`src/rtl/mem_port_arbiter_if.sv`:
```
// Fetch, data and memory-side signals of the unified memory port arbiter.
// The arbiter uses the slave modport; requesters and the memory model use master.
interface mem_port_arbiter_if #(
  parameter int DATA_W = 64,
  parameter int ADDR_W = 61
);
  logic              ifReq;
  logic [ADDR_W-1:0] ifAddr;
  logic              ifFlush;
  logic              ifGnt;
  logic              ifValid;
  logic [DATA_W-1:0] ifData;

  logic              dReq;
  logic              dWe;
  logic [ADDR_W-1:0] dAddr;
  logic [DATA_W-1:0] dWdata;
  logic              dGnt;
  logic              dValid;
  logic [DATA_W-1:0] dData;

  logic              memEn;
  logic              memWe;
  logic [ADDR_W-1:0] memAddr;
  logic [DATA_W-1:0] memWdata;
  logic [DATA_W-1:0] memRdata;

  logic [31:0]       statIfGnt;
  logic [31:0]       statDGnt;
  logic [31:0]       statConflict;

  modport slave (
    input  ifReq, ifAddr, ifFlush,
    input  dReq, dWe, dAddr, dWdata,
    input  memRdata,
    output ifGnt, ifValid, ifData,
    output dGnt, dValid, dData,
    output memEn, memWe, memAddr, memWdata,
    output statIfGnt, statDGnt, statConflict
  );

  modport master (
    output ifReq, ifAddr, ifFlush,
    output dReq, dWe, dAddr, dWdata,
    output memRdata,
    input  ifGnt, ifValid, ifData,
    input  dGnt, dValid, dData,
    input  memEn, memWe, memAddr, memWdata,
    input  statIfGnt, statDGnt, statConflict
  );
endinterface

```
`src/rtl/mem_port_arbiter.sv`:
```
// Single-port memory arbiter between instruction fetch and the load/store stage.
// Define MEM_PORT_ARB_STATS_EN to build the grant/conflict statistics counters.
module mem_port_arbiter #(
  parameter int MEM_LAT    = 1,
  parameter int STARVE_MAX = 4
) (
  input  logic              clk,
  input  logic              reset,
  mem_port_arbiter_if.slave bus
);

  localparam int   DATA_W    = 64;
  localparam int   ADDR_W    = 61;
  localparam int   STARVE_W  = 4;
  localparam logic SRC_FETCH = 1'b0;
  localparam logic SRC_LOAD  = 1'b1;

  typedef enum logic [1:0] {
    SEL_NONE,
    SEL_FETCH,
    SEL_DATA
  } sel_e;

  sel_e                sel;
  logic                ifGnt;
  logic                dGnt;
  logic [STARVE_W-1:0] starve;
  logic                starveMax;
  logic [ADDR_W-1:0]   memAddr;
  logic [DATA_W-1:0]   memWdata;
  logic                rdIssue;
  logic                rdSrc;
  logic                tagVld_p [MEM_LAT];
  logic                tagSrc_p [MEM_LAT];
  logic                rspVld;
  logic                rspSrc;
  logic                ifValid;
  logic                dValid;
  logic [DATA_W-1:0]   ifData;
  logic [DATA_W-1:0]   dData;

  function automatic logic [STARVE_W-1:0] satInc(input logic [STARVE_W-1:0] v);
    return (v == STARVE_W'(STARVE_MAX)) ? v : v + STARVE_W'(1);
  endfunction

  // A fetch tag does not survive an edge on which a redirect flush is seen.
  function automatic logic tagSurvives(input logic vld, input logic src, input logic flush);
    return vld && !(flush && (src == SRC_FETCH));
  endfunction

  assign starveMax = (starve == STARVE_W'(STARVE_MAX));

  always_comb begin
    sel = SEL_NONE;
    if (!reset) begin
      if (bus.ifReq && (!bus.dReq || starveMax)) sel = SEL_FETCH;
      else if (bus.dReq)                          sel = SEL_DATA;
    end
  end

  assign ifGnt = (sel == SEL_FETCH);
  assign dGnt  = (sel == SEL_DATA);

  always_comb begin
    memAddr  = '0;
    memWdata = '0;
    case (sel)
      SEL_FETCH: memAddr = bus.ifAddr;
      SEL_DATA: begin
        memAddr = bus.dAddr;
        if (bus.dWe) memWdata = bus.dWdata;
      end
      default: ;
    endcase
  end

  always_ff @(posedge clk) begin
    if (reset)                       starve <= '0;
    else if (bus.ifReq && !ifGnt)    starve <= satInc(starve);
    else                             starve <= '0;
  end

  // Issue -> tag stage 0; stores never enter the tag pipeline.
  assign rdIssue = (ifGnt && !bus.ifFlush) || (dGnt && !bus.dWe);
  assign rdSrc   = dGnt ? SRC_LOAD : SRC_FETCH;

  always_ff @(posedge clk) begin
    if (reset) begin
      for (int i = 0; i < MEM_LAT; i++) tagVld_p[i] <= 1'b0;
    end else begin
      tagVld_p[0] <= rdIssue;
      for (int i = 1; i < MEM_LAT; i++)
        tagVld_p[i] <= tagSurvives(tagVld_p[i-1], tagSrc_p[i-1], bus.ifFlush);
    end
  end

  always_ff @(posedge clk) begin
    tagSrc_p[0] <= rdSrc;
    for (int i = 1; i < MEM_LAT; i++) tagSrc_p[i] <= tagSrc_p[i-1];
  end

  // Final tag stage -> response registers, memRdata captured on this edge.
  assign rspVld = tagSurvives(tagVld_p[MEM_LAT-1], tagSrc_p[MEM_LAT-1], bus.ifFlush);
  assign rspSrc = tagSrc_p[MEM_LAT-1];

  always_ff @(posedge clk) begin
    if (reset) begin
      ifValid <= 1'b0;
      dValid  <= 1'b0;
      ifData  <= '0;
      dData   <= '0;
    end else begin
      ifValid <= rspVld && (rspSrc == SRC_FETCH);
      dValid  <= rspVld && (rspSrc == SRC_LOAD);
      if (rspVld && (rspSrc == SRC_FETCH)) ifData <= bus.memRdata;
      if (rspVld && (rspSrc == SRC_LOAD))  dData  <= bus.memRdata;
    end
  end

  assign bus.ifGnt    = ifGnt;
  assign bus.dGnt     = dGnt;
  assign bus.memEn    = ifGnt || dGnt;
  assign bus.memWe    = dGnt && bus.dWe;
  assign bus.memAddr  = memAddr;
  assign bus.memWdata = memWdata;
  assign bus.ifValid  = ifValid;
  assign bus.dValid   = dValid;
  assign bus.ifData   = ifData;
  assign bus.dData    = dData;

`ifdef MEM_PORT_ARB_STATS_EN
  logic [31:0] statIfGnt;
  logic [31:0] statDGnt;
  logic [31:0] statConflict;

  always_ff @(posedge clk) begin
    if (reset) begin
      statIfGnt    <= '0;
      statDGnt     <= '0;
      statConflict <= '0;
    end else begin
      if (ifGnt)                  statIfGnt    <= statIfGnt + 32'd1;
      if (dGnt)                   statDGnt     <= statDGnt + 32'd1;
      if (bus.ifReq && bus.dReq)  statConflict <= statConflict + 32'd1;
    end
  end

  assign bus.statIfGnt    = statIfGnt;
  assign bus.statDGnt     = statDGnt;
  assign bus.statConflict = statConflict;
`else
  assign bus.statIfGnt    = '0;
  assign bus.statDGnt     = '0;
  assign bus.statConflict = '0;
`endif

endmodule

```
`src/flat_wrapper.sv`:
```
// flat-port wrapper written by rule: the top's interface ports become plain ports
module mem_port_arbiter_flat 
#(
  parameter int MEM_LAT    = 1,
  parameter int STARVE_MAX = 4
)
  (clk, reset, bus_ifReq, bus_ifAddr, bus_ifFlush, bus_dReq, bus_dWe, bus_dAddr, bus_dWdata, bus_memRdata, bus_ifGnt, bus_ifValid, bus_ifData, bus_dGnt, bus_dValid, bus_dData, bus_memEn, bus_memWe, bus_memAddr, bus_memWdata, bus_statIfGnt, bus_statDGnt, bus_statConflict);
  mem_port_arbiter_if bus_i ();
  input  logic clk;
  input  logic reset;
  input wire logic [$bits(bus_i.ifReq)-1:0] bus_ifReq;
  input wire logic [$bits(bus_i.ifAddr)-1:0] bus_ifAddr;
  input wire logic [$bits(bus_i.ifFlush)-1:0] bus_ifFlush;
  input wire logic [$bits(bus_i.dReq)-1:0] bus_dReq;
  input wire logic [$bits(bus_i.dWe)-1:0] bus_dWe;
  input wire logic [$bits(bus_i.dAddr)-1:0] bus_dAddr;
  input wire logic [$bits(bus_i.dWdata)-1:0] bus_dWdata;
  input wire logic [$bits(bus_i.memRdata)-1:0] bus_memRdata;
  output wire logic [$bits(bus_i.ifGnt)-1:0] bus_ifGnt;
  output wire logic [$bits(bus_i.ifValid)-1:0] bus_ifValid;
  output wire logic [$bits(bus_i.ifData)-1:0] bus_ifData;
  output wire logic [$bits(bus_i.dGnt)-1:0] bus_dGnt;
  output wire logic [$bits(bus_i.dValid)-1:0] bus_dValid;
  output wire logic [$bits(bus_i.dData)-1:0] bus_dData;
  output wire logic [$bits(bus_i.memEn)-1:0] bus_memEn;
  output wire logic [$bits(bus_i.memWe)-1:0] bus_memWe;
  output wire logic [$bits(bus_i.memAddr)-1:0] bus_memAddr;
  output wire logic [$bits(bus_i.memWdata)-1:0] bus_memWdata;
  output wire logic [$bits(bus_i.statIfGnt)-1:0] bus_statIfGnt;
  output wire logic [$bits(bus_i.statDGnt)-1:0] bus_statDGnt;
  output wire logic [$bits(bus_i.statConflict)-1:0] bus_statConflict;
  assign bus_i.ifReq = bus_ifReq;
  assign bus_i.ifAddr = bus_ifAddr;
  assign bus_i.ifFlush = bus_ifFlush;
  assign bus_i.dReq = bus_dReq;
  assign bus_i.dWe = bus_dWe;
  assign bus_i.dAddr = bus_dAddr;
  assign bus_i.dWdata = bus_dWdata;
  assign bus_i.memRdata = bus_memRdata;
  assign bus_ifGnt = bus_i.ifGnt;
  assign bus_ifValid = bus_i.ifValid;
  assign bus_ifData = bus_i.ifData;
  assign bus_dGnt = bus_i.dGnt;
  assign bus_dValid = bus_i.dValid;
  assign bus_dData = bus_i.dData;
  assign bus_memEn = bus_i.memEn;
  assign bus_memWe = bus_i.memWe;
  assign bus_memAddr = bus_i.memAddr;
  assign bus_memWdata = bus_i.memWdata;
  assign bus_statIfGnt = bus_i.statIfGnt;
  assign bus_statDGnt = bus_i.statDGnt;
  assign bus_statConflict = bus_i.statConflict;
  mem_port_arbiter #(.MEM_LAT(MEM_LAT), .STARVE_MAX(STARVE_MAX)) u_core (.clk(clk), .reset(reset), .bus(bus_i));
endmodule
```
`config.mk`:
```
export PLATFORM = sky130hd
export DESIGN_NAME = mem_port_arbiter_flat
export DESIGN_NICKNAME = d
export VERILOG_FILES = /design/src/rtl/mem_port_arbiter_if.sv /design/src/rtl/mem_port_arbiter.sv /design/src/flat_wrapper.sv
export SDC_FILE = /design/constraint.sdc
export NUM_CORES = 1
export LEC_CHECK = 0
export BUFFER_PORTS_ARGS = -buffer_cell sky130_fd_sc_hd__buf_2
export CAP_MARGIN = 10
export CELL_PAD_IN_SITES_DETAIL_PLACEMENT = 2
export CELL_PAD_IN_SITES_GLOBAL_PLACEMENT = 2
export CORE_AREA = 2 2 235 237
export CTS_CLUSTER_SIZE = 14
export DETAILED_ROUTE_END_ITERATION = 8
export DIE_AREA = 0 0 237 239
export PLACE_DENSITY_LB_ADDON = 0.12
export SETUP_SLACK_MARGIN = 0.4
export SYNTH_ARGS = -nofsm -noshare
export SYNTH_HDL_FRONTEND = slang
export SYNTH_SLANG_ARGS = --single-unit
export TNS_END_PERCENT = 10
```
`constraint.sdc`:
```
create_clock -name clk -period 2 [get_ports clk]
set_input_delay 0.2 -clock clk [delete_from_list [all_inputs] [get_ports clk]]
set_output_delay 0.2 -clock clk [all_outputs]
set_load 0.02 [all_outputs]
```
# ---- After elaboration in Yosys (flattened, before gate mapping)
# Memories as Yosys holds them, arrays and structs flattened.
# Cells that the tools add are included.
dict set report word_totals {
  in_bits 256
  mem_bits_rw 2
  mem_count 2
  reg_bits 134
}
dict set report classes {
  eq_ne 3
  n_reduce_logical 19
  mux 12
  n_addsub 1
  n_bitwise 2
}
# memory depth width read_ports rd_ports_with_merged_regs wr line_no
set mem_list {}
lappend mem_list {u_core.tagSrc_p 1 1 1 0 1 mem_port_arbiter.sv:34} ;# logic tagSrc_p [MEM_LAT];
lappend mem_list {u_core.tagVld_p 1 1 1 0 1 mem_port_arbiter.sv:33} ;# logic tagVld_p [MEM_LAT];
# cell count
set op_table {}
lappend op_table {{$mux W64} 2}
lappend op_table {{$pmux W61 S2} 1}
lappend op_table {{$logic_and A1 B1 Y1} 9}
lappend op_table {{$mux W1} 6}
lappend op_table {{$mux W2} 3}
lappend op_table {{$logic_not A1 Y1} 5}
lappend op_table {{$add A4 B1 Y4 const B} 1}
lappend op_table {{$eq A4 B3 Y1 const B} 1}
lappend op_table {{$logic_or A1 B1 Y1} 3}
lappend op_table {{$eq A2 B1 Y1 const B} 1}
lappend op_table {{$eq A2 B2 Y1 const B} 1}
lappend op_table {{$not A1 Y1} 2}
lappend op_table {{$reduce_or A2 Y1} 1}
lappend op_table {{$reduce_or A1 Y1} 1}

# ---- Logic depth before layout (Yosys ltp)
# Gate-level depths: netlist (run 1).
dict set report depth {
  word_depth 10
  depth_mapped 10
  ltp_nobuf 8
}

# ---- Worst setup path after synthesis (run 1)
# Ideal clock, no wire load.
dict set report synth_path {
  kind {reg2out}
  start {register u_core.starve[0]}
  end {output port bus_memAddr[0]}
  slack_ns -0.457
  arrival_time_ns 2.257
  path_stages_with_launch 11
  path_buffers 2
  path_cell_list {dfxtp_1 > inv_1 > ha_1 > and3b_1 > nand2_1 > and3b_1 > ha_1 > buf_2 > clkbuf_1 > a22oi_1 > nor2_1}
}
dict set report synth_between {
  elab_chain_cells 7
  elab_cells_between_ends 8
}
# element line_no
set synth_lines {}
lappend synth_lines {{from (decl)} mem_port_arbiter.sv:27} ;# logic [STARVE_W-1:0] starve;
lappend synth_lines {{from (signal assigned)} mem_port_arbiter.sv:79} ;# else if (bus.ifReq && !ifGnt) starve <= satInc(starve);
lappend synth_lines {{$eq A4 B3 Y1} mem_port_arbiter.sv:51} ;# assign starveMax = (starve == STARVE_W'(STARVE_MAX));
lappend synth_lines {{$logic_or A1 B1 Y1} mem_port_arbiter.sv:56} ;# if (bus.ifReq && (!bus.dReq || starveMax)) sel = SEL_FETCH;
lappend synth_lines {{$logic_and A1 B1 Y1} mem_port_arbiter.sv:56}
lappend synth_lines {{$mux W2} mem_port_arbiter.sv:56}
lappend synth_lines {{$mux W2} mem_port_arbiter.sv:55} ;# if (!reset) begin
lappend synth_lines {{$eq A2 B2 Y1} -}
lappend synth_lines {{net bus_dGnt} flat_wrapper.sv:22} ;# output wire logic [$bits(bus_i.dGnt)-1:0] bus_dGnt;
lappend synth_lines {{$pmux W61 S2} mem_port_arbiter.sv:67} ;# case (sel)
lappend synth_lines {{to (decl)} flat_wrapper.sv:27} ;# output wire logic [$bits(bus_i.memAddr)-1:0] bus_memAddr;
# The timed path passes the listed nets, and every way through them passes these cells.

# ---- Final worst setup path (run 1)
dict set report layout_path {
  start {register u_core.starve[1]}
  end {output port bus_memAddr[14]}
}
dict set report layout_between {
  elab_chain_cells 7
  elab_cells_between_ends 8
}
# element line_no
set layout_lines {}
lappend layout_lines {{$eq A4 B3 Y1 *} mem_port_arbiter.sv:51}
lappend layout_lines {{$logic_or A1 B1 Y1 *} mem_port_arbiter.sv:56}
lappend layout_lines {{$logic_and A1 B1 Y1 *} mem_port_arbiter.sv:56}
lappend layout_lines {{$mux W2 *} mem_port_arbiter.sv:56}
lappend layout_lines {{$mux W2 *} mem_port_arbiter.sv:55}
lappend layout_lines {{$eq A2 B2 Y1 or $eq A2 B1 Y1 (tied branches)} mem_port_arbiter.sv:67}
lappend layout_lines {{$pmux W61 S2 *} mem_port_arbiter.sv:67}
# Mark *: on every way between the ends. The rest lies on a longest branch, timed or not.

==> flow_summary.json, run 1 <==
{
  "status": "finished, violations left",
  "violations": "setup timing",
  "power.internal_mw": 5.32,
  "cts_buffers": 17,
  "pwr-share-comb_pct": 22.3,
  "synthDominantCellAreaShare_pct": 40.3,
  "pre_cts_ws_ns": -0.182,
  "antenna_found_initial": 20,
  "vias_per_cell": 3.85,
  "cts.htree.levels": 4,
  "synth_seq_cells": 136,
  "critPathCaptureType": "output pin",
  "grt_pass1_wl_mm": 63.1,
  "coreArea_um2": 54300,
  "clkPwrFrac_pct": 41.8,
  "crit_start": "u_core.starve[1]",
  "fin_util_pct": 24.7,
  "insertion_delay_ns": 0.44,
  "start_util_pct": 12.4,
  "path_max_fanout": 9,
  "wl_per_cell_um": 20.3,
  "die_h_um": 239,
  "synth-edff-count": 0,
  "ys_top_cells_by_count": "260 x nand2_1, 136 x dfxtp_1, 131 x a21oi_1",
  "path_clk_slew_ns": 0.06,
  "hold_viol": 0,
  "std_cell_rows": 86,
  "skew_ns": 0.00991,
  "port_buffers": 514,
  "vias": 8549,
  "yosysTopAreaCell": "dfxtp_1",
  "drc_errors": 0,
  "fin_nets": 1761,
  "fmax_mhz": 389,
  "grt_overflow": 0,
  "ys_seq_area_share_pct": 40.3,
  "gp_congestion": 0.827,
  "p_leak_nw": 5.75,
  "cts_root_buf": "clkbuf_16",
  "drive_gt1_share_pct": 57.5,
  "drtAntennaViolNets": 0,
  "postRouteWirelength_mm": 45.0,
  "whs_ns": 0.0289,
  "syn2layout_area_growth_pct": 98.3,
  "slowest_delay_ns": 0.32,
  "stdcell_count": 2221,
  "avgSynthCellArea_um2": 7.35,
  "tightest_slew_ns": 1.23,
  "startpoint_type": "register",
  "die_w_um": 237,
  "grt_max_degree": 68,
  "cts_tree": "yes",
  "setup_viol": 129,
  "ys_warn_count": 0,
  "ys.flop_type": "dfxtp_1",
  "layout_min_cycle_time_ns": 2.57,
  "finalCritPeriodShare_pct": 128,
  "synth_cell_type_count": 25,
  "syn_inst": 920,
  "finalPower_mw": 7.69,
  "drt_pass1_iterations": 4,
  "hold_path.class": "primary input to register",
  "layout_setup_ws_ns": -0.568,
  "slew_headroom_pct": 18.0,
  "cap_violations": 0,
  "rsz0062_at_grt": "true",
  "switching_share_pct": 30.8,
  "crit_chain": "inv_2, ha_4, and3b_1, nand2_1, and3b_2, ha_4, buf_12, buf_4, a22oi_2, nor2_4, buf_2",
  "clkSinkCount": 136,
  "critPathMostFrequentCell": "ha_4",
  "rrSetupSlack_ns": 0.17,
  "min_from": "bus_memRdata[13]",
  "critical_path_arrival_ns": 2.37,
  "synthTopCellsByArea": "dfxtp_1 40%, nand2_1 14%, buf_4 11%",
  "p_sw_mw": 2.37,
  "grt_pass1_vias": 8992,
  "ios": 611,
  "slew_viol_final": 0,
  "power_frac_seq_pct": 35.9,
  "dp.final_hpwl_mm": 34.9,
  "ir_worst_vdd_uv": 388,
  "place_inst": 2106,
  "p_per_area_nw_per_um2": 573,
  "crit_type": "register to output pin",
  "clockBufferDepth": 2,
  "synth_most_common_cell": "nand2_1",
  "drt_iter0_drc": 161,
  "synth-async-reset-ratio_pct": 0,
  "grt_use_total_pct": 15.2,
  "dieArea_um2": 56600,
  "r2r_start": "u_core.starve[1]",
  "synth_area_um2": 6760,
  "cpMaxStageDelayCell": "dfxtp_2",
  "required_ns": 1.80
}
cells in the final DEF, fill, tap and decap left out, types with 4 or more instances in the layout:
| cell | instances |
|---|---|
| buf_2 | 409 |
| nand2_1 | 234 |
| dfxtp_1 | 132 |
| buf_6 | 100 |
| conb_1 | 96 |
| a21oi_1 | 94 |
| a22oi_2 | 58 |
| dlygate4sd3_1 | 57 |
| nor2_4 | 56 |
| and3_4 | 55 |
| buf_4 | 49 |
| a21oi_2 | 37 |
| nand2_2 | 26 |
| clkbuf_16 | 21 |
| buf_12 | 16 |
| diode_2 | 5 |
| nor2_2 | 5 |
| and3_1 | 5 |
| nor2_1 | 5 |
| and3_2 | 4 |
| clkinvlp_4 | 4 |
| clkinv_4 | 4 |
| dfxtp_2 | 4 |
repair_timing:
item	4_1_cts	5_1_grt
resized for setup	198	89
pin swaps	142	78
endpoints found under the hold margin	99	0
endpoints found under the setup margin	200	200
gates cloned	0	4
hold buffers	57	0
setup buffers	7	10
sequential cells by signal, summed over array words and instances, names as in the netlist:
name and count:
u_core.starve 4, u_core.bus.dData 64, u_core.bus.dValid 1, u_core.bus.ifData 64
u_core.tagSrc_p 1, u_core.tagVld_p 1, u_core.bus.ifValid 1
critical path, delay by kind of cell, from the launching register on:
| family | cells | cell delay (ns) |
|---|---|---|
| and+or+nand+nor | 4 | 0.52 |
| DFF | 1 | 0.32 |
| adders and majority gates | 2 | 0.34 |
| buffers and inverters | 4 | 0.52 |
| AOI/OAI and AO/OA | 1 | 0.23 |
final timing paths:
kind,depth (start not counted),endpoint
max,11,bus_memAddr[14]
min,3,u_core.bus.ifData[13]
max reg2reg,9,u_core.starve[2]
min reg2reg,2,u_core.bus.dData[21]
layout make-up:
class,instances,area (um2)
antenna,5,12.5
clock buffer,19,433
clock inverter,13,148
fill,6360,40900
inverter,4,15.0
multi-input combinational,701,4560
sequential,136,2730
tap,704,881
timing repair buffer,639,4630
through the flow:
| stage | TNS (ns) | area (um2) |
|---|---|---|
| 2_1_floorplan | -0.475 | 8300 |
| 3_3_place_gp | -8.74 | 11100 |
| 3_5_place_dp | -11.83 | 11100 |
| 4_1_cts | -70.69 | 12900 |
| 5_1_grt | -78.91 | 13400 |
| 6_report | -63.86 | 13400 |
per-layer routing:
| layer | track usage [%] | part of all wire, % |
|---|---|---|
| met5 | 0 | 0.32 |
| met4 | 3.82 | 1.5 |
| met3 | 6.49 | 9.0 |
| met2 | 27.3 | 51 |
| met1 | 16.3 | 38 |
cells by family after synthesis:
kind of cell	Yosys count	synth area share (%)
AND/OR/NAND/NOR	403	25.4
flip-flops	136	40.3
other	1	0.0555
buffers and inverters	178	16.2
multiplexers	1	0.148
AO/OA/AOI/OAI	193	16.6
adder cells (fa/ha/maj)	6	1.11
XOR/XNOR	2	0.259
power groups by stage:
stage               logic [mW]  clock network [mW]  registers, mW
CTS                       1.67                3.38           2.76
global placement          1.46                   0           2.82
finish                    1.72                3.21           2.76
floorplan                0.941                   0           2.86
global route              1.84                3.48           2.77
detailed placement        1.47                   0           2.82
No activity file was read; power rests on OpenSTA's default activity.
==> run 2: changes to the inputs <==
- SETUP_SLACK_MARGIN: 0.4 -> unset
==> run 2 against run 1 <==
Against the previous run: clock skew about the same; first-iteration DRC count increased by 32%; routed wire length increased by 0.58%; utilization about the same; critical path depth unchanged; via count decreased by 0.21%; combinational power increased by 3%; the flow still finishes with violations (setup timing); largest power group unchanged; fmax decreased by 0.73%.
==> flow_summary.json, run 2 (same netlist as run 1, synthesis figures left out) <==
{
  "hold_path.class": "primary input to register",
  "cts_root_buf": "clkbuf_16",
  "fin_nets": 1762,
  "fin_util_pct": 24.6,
  "place_inst": 2097,
  "setup_viol": 129,
  "finalCritPeriodShare_pct": 129,
  "p_leak_nw": 5.80,
  "clkSinkCount": 136,
  "mostFrequentLayoutCells": "415 x buf_2, 259 x nand2_1, 134 x dfxtp_1, 131 x a21oi_1, 99 x buf_6",
  "slew_headroom_pct": 34.6,
  "layout_min_cycle_time_ns": 2.59,
  "drive_gt1_share_pct": 53.4,
  "crit_chain": "inv_2, ha_4, and3b_1, nand2_1, and3b_2, ha_4, buf_6, buf_6, buf_16, and3_1, buf_6",
  "dp.final_hpwl_mm": 34.6,
  "cts_buffers": 17,
  "vias": 8531,
  "crit_type": "register to output pin",
  "slew_viol_final": 0,
  "path_max_fanout": 21,
  "cts.htree.levels": 4,
  "cp_top_family": "simple AND/OR/NAND/NOR gates",
  "violations": "setup timing",
  "std_cell_rows": 86,
  "ios": 611,
  "die_h_um": 239,
  "required_ns": 1.80,
  "path_clk_slew_ns": 0.06,
  "p_per_area_nw_per_um2": 581,
  "reg_top3": "u_core.bus.dData x64, u_core.bus.ifData x64, u_core.starve x4",
  "fillers": 6371,
  "hold_viol": 0,
  "vias_per_cell": 3.83,
  "startpoint_type": "register",
  "cpMaxStageDelayCell": "dfxtp_2",
  "critPathMostFrequentCell": "buf_6",
  "die_w_um": 237,
  "clockBufferDepth": 2,
  "drt_pass1_iterations": 4,
  "tightest_slew_ns": 0.981,
  "grt_pass1_wl_mm": 62.4,
  "layout_setup_ws_ns": -0.587,
  "pre_cts_ws_ns": -0.252,
  "wl_per_cell_um": 20.3,
  "grt_overflow": 0,
  "port_buffers": 514,
  "ir_worst_vdd_uv": 413,
  "stdcell_count": 2228,
  "skew_ns": 0.00954,
  "multi_input_area_um2": 4370,
  "cts_tree": "yes",
  "rsz0062_at_grt": "true",
  "seq_area_um2": 2730,
  "layout_commonest_cell": "buf_2",
  "grt_use_total_pct": 15.1,
  "syn2layout_area_growth_pct": 97.9,
  "fmax_mhz": 387,
  "antenna_found_initial": 22,
  "finalPower_mw": 7.77,
  "cap_violations": 0,
  "slowest_delay_ns": 0.34,
  "dieArea_um2": 56600,
  "grt_pass1_vias": 8906,
  "drt_iter0_drc": 212,
  "critical_path_arrival_ns": 2.39,
  "start_util_pct": 12.4,
  "drc_errors": 0,
  "drtAntennaViolNets": 0,
  "gp_congestion": 0.818,
  "whs_ns": 0.0337,
  "coreArea_um2": 54300,
  "critPathCaptureType": "output pin",
  "status": "finished, violations left",
  "worst-path-buf-inv": 5,
  "grt_max_degree": 81,
  "postRouteWirelength_mm": 45.3,
  "insertion_delay_ns": 0.44
}
run 2: cell types whose count changed in the layout (fill, tap and decap cells not counted), moves of 6 or more:
cell     before  now
a21oi_1      94  131
a21oi_2      37    0
buf_2       409  415
buf_4        49   32
diode_2       5   11
nand2_1     234  259
nand2_2      26    1
run 2: cell type report:
class                   instances  share of cell area, %
clock inverters                14                   1.10
repair buffers                640                   35.7
clock buffers                  18                   3.28
well taps                     704                   6.58
multi-input cells             701                   32.6
inverters                       4                  0.112
flip-flops and latches        136                   20.4
diodes                         11                  0.206
run 2: routing by layer:
metal / GRT usage, % / wire length, um
met4: 4.20 / 878
met1: 15.8 / 16900
met2: 28.0 / 23800
met5: 0 / 103
met3: 5.76 / 3610
run 2: report_power, final:
| group | leakage (nW) | total, mW | switching, mW | internal (mW) |
|---|---|---|---|---|
| Clock | 0.275 | 3.24 | 1.37 | 1.87 |
| Sequential | 1.10 | 2.76 | 0.0177 | 2.74 |
| Combinational | 4.43 | 1.77 | 1.00 | 0.772 |
| Total | 5.80 | 7.77 | 2.38 | 5.39 |
run 2: worst paths after layout:
path                        startpoint                    to  slack [ns]  depth (start not counted)
setup / recovery      u_core.starve[1]       bus_memWdata[6]       -0.59                         11
hold / removal        bus_memRdata[27]  u_core.bus.dData[27]        0.03                          3
setup reg to reg      u_core.starve[1]      u_core.starve[1]        0.11                          9
hold reg to reg   u_core.bus.dData[28]  u_core.bus.dData[28]        0.45                          2
run 2: metrics by stage:
| stage | cell area, um2 | setup TNS (ns) |
|---|---|---|
| 5_1_grt | 13400 | -80.93 |
| 3_5_place_dp | 10800 | -25.01 |
| 6_report | 13400 | -67.19 |
| 4_1_cts | 13000 | -69.33 |
| 3_3_place_gp | 10800 | -21.07 |
| 2_1_floorplan | 8100 | -4.02 |
run 2: timing repair:
| item | CTS | global route |
|---|---|---|
| hold buffers | 59 | 0 |
| setup endpoints to repair | 130 | 133 |
| pin swaps | 18 | 21 |
| gates resized for setup | 230 | 40 |
| endpoints found under the hold margin | 110 | 0 |
| setup buffers | 9 | 10 |
| cloned | 5 | 5 |
run 2: worst reg2reg max path, cell delays in order (launching register included):
cell and delay (ns):
dfxtp_2 0.34, inv_2 0.05, ha_4 0.15, and3b_1 0.19, nand2_1 0.09, nand3b_1 0.16
ha_4 0.27, buf_12 0.19, or2_4 0.28, a21oi_1 0.11
==> run 3: changes to the inputs <==
--- a/constraint.sdc
+++ b/constraint.sdc
@@ -3,2 +3,2 @@
 set_output_delay 0.2 -clock clk [all_outputs]
-set_load 0.02 [all_outputs]
+set_load 0.05 [all_outputs]
==> run 3 against run 2 <==
Against the previous run: the flow still finishes with violations (setup timing); non-clock buffer count decreased by 10; utilization increased by 0.73 points; routed wire length increased by 4.7%; worst hold slack improved by 0.0047 ns; die area unchanged; sequential share of layout area decreased by 0.59 points; total power increased by 8.0%; first-iteration DRC count decreased by 40%; final area increased by 3.0%; largest cell class unchanged; highest routed layer unchanged.
==> flow_summary.json, run 3 (same netlist as run 1, synthesis figures left out) <==
{
  "status": "finished, violations left",
  "violations": "setup timing",
  "vias_per_cell": 3.85,
  "drt_pass1_iterations": 4,
  "critPathCaptureType": "output pin",
  "clkSinkCount": 136,
  "slew_headroom_pct": 38.4,
  "rsz0062_at_grt": "true",
  "skew_ns": 0.00667,
  "dp.final_hpwl_mm": 35.7,
  "required_ns": 1.80,
  "place_inst": 2096,
  "port_buffers": 514,
  "drc_errors": 0,
  "ir_worst_vdd_uv": 532,
  "drive_gt1_share_pct": 53.1,
  "coreArea_um2": 54300,
  "std_cell_rows": 86,
  "setup_viol": 130,
  "postRouteWirelength_mm": 47.4,
  "stdcell_count": 2211,
  "insertion_delay_ns": 0.45,
  "cts_buffers": 17,
  "reg_top3": "u_core.bus.dData x64, u_core.bus.ifData x64, u_core.starve x4",
  "path_max_fanout": 12,
  "layout_commonest_cell": "buf_2",
  "finalCritPeriodShare_pct": 131,
  "grt_max_degree": 75,
  "cts.htree.levels": 4,
  "grt_pass1_wl_mm": 63.8,
  "slew_viol_final": 0,
  "clockBufferDepth": 2,
  "hold_viol": 0,
  "vias": 8502,
  "path_clk_slew_ns": 0.06,
  "dieArea_um2": 56600,
  "p_per_area_nw_per_um2": 609,
  "syn2layout_area_growth_pct": 104,
  "grt_use_total_pct": 15.6,
  "p_leak_nw": 5.85,
  "die_h_um": 239,
  "start_util_pct": 12.4,
  "tightest_slew_ns": 0.924,
  "fmax_mhz": 382,
  "antenna_found_initial": 19,
  "die_w_um": 237,
  "ios": 611,
  "drt_iter0_drc": 128,
  "gp_congestion": 0.745,
  "wl_per_cell_um": 21.4,
  "drtAntennaViolNets": 0,
  "cts_root_buf": "clkbuf_16",
  "whs_ns": 0.0385,
  "layout_setup_ws_ns": -0.620,
  "cap_violations": 0,
  "cts_tree": "yes",
  "grt_pass1_vias": 8813,
  "startpoint_type": "register",
  "mostFrequentLayoutCells": "386 x buf_2, 259 x nand2_1, 134 x dfxtp_1, 131 x a21oi_1, 96 x conb_1",
  "critical_path_arrival_ns": 2.42,
  "grt_overflow": 0,
  "layout_min_cycle_time_ns": 2.62,
  "crit_type": "register to output pin",
  "fin_nets": 1752,
  "hold_path.class": "primary input to register"
}
## run 3: cell types whose count changed in the layout (fill, tap and decap cells not counted), sizes merged
| cell | delta |
|---|---|
| diode | -7 |
| clkinvlp | -3 |
| buf | -16 |
| dlygate4sd3 | +4 |
| inv | -2 |
| bufbuf | -1 |
| clkinv | +3 |
| clkbuf | +4 |
| bufinv | +1 |
## run 3: cell type report
cell class | instances | area (um2)
flip-flops and latches | 136 | 2730
fillers | 6248 | 40600
well taps | 704 | 881
repair buffers | 630 | 5160
clock buffers | 19 | 443
multi-input cells | 701 | 4400
inverters | 4 | 15.0
diodes | 4 | 10.0
clock inverters | 13 | 153
## run 3: critical path: stages (launching register included)
cell and delay (ns):
dfxtp_2 0.33, inv_2 0.05, ha_4 0.15, and3b_1 0.19, nand2_1 0.08, and3b_2 0.22, ha_4 0.18, buf_6 0.11
buf_12 0.15, clkbuf_16 0.18, and3_4 0.20, buf_12 0.13
## run 3: layer usage
metal	global-route usage [%]	share of wire, %	up-vias
met1	14.8	34	4064
met3	6.88	8.9	90
met4	6.58	3.8	18
met5	0	0.24	-
met2	29.4	53	333
li1	-	-	3997
## run 3: path summary, 6_finish.rpt
kind / startpoint / to / slack (ns) / cells past startpoint
setup reg to reg: u_core.starve[0] / u_core.tagVld_p[0] / -0.06 / 12
setup / recovery: u_core.starve[0] / bus_memWdata[53] / -0.62 / 11
hold / removal: bus_memRdata[28] / u_core.bus.dData[28] / 0.04 / 3
hold reg to reg: u_core.bus.dData[62] / u_core.bus.dData[62] / 0.45 / 2
## run 3: power breakdown
part | switching [mW] | leakage, nW | internal [mW] | total [mW]
clock network | 1.36 | 0.293 | 1.98 | 3.34
logic | 1.50 | 4.46 | 0.793 | 2.29
registers | 0.0181 | 1.10 | 2.74 | 2.76
total | 2.88 | 5.85 | 5.52 | 8.40
## run 3: repair_timing
action / in CTS / in global routing
pin swaps: 6 / 19
hold endpoints to repair: 123 / 0
hold buffers: 63 / 0
endpoints found under the setup margin: 129 / 134
gates resized for setup: 115 / 80
setup buffers: 0 / 6
gates cloned: 0 / 10
## run 3: through the flow
step           setup slack, ns  utilization, %  cell area [um2]  total power [mW]  TNS (ns)
2_1_floorplan           -0.173               -             8110              4.26    -19.02
3_3_place_gp            -0.203            21.3            11600              4.82    -17.78
3_5_place_dp            -0.220            21.3            11600              4.83    -19.55
4_1_cts                 -0.728            24.2            13100              8.45    -80.65
5_1_grt                 -0.757            25.3            13800              8.81    -91.19
6_report                -0.620            25.4            13800              8.40    -73.89
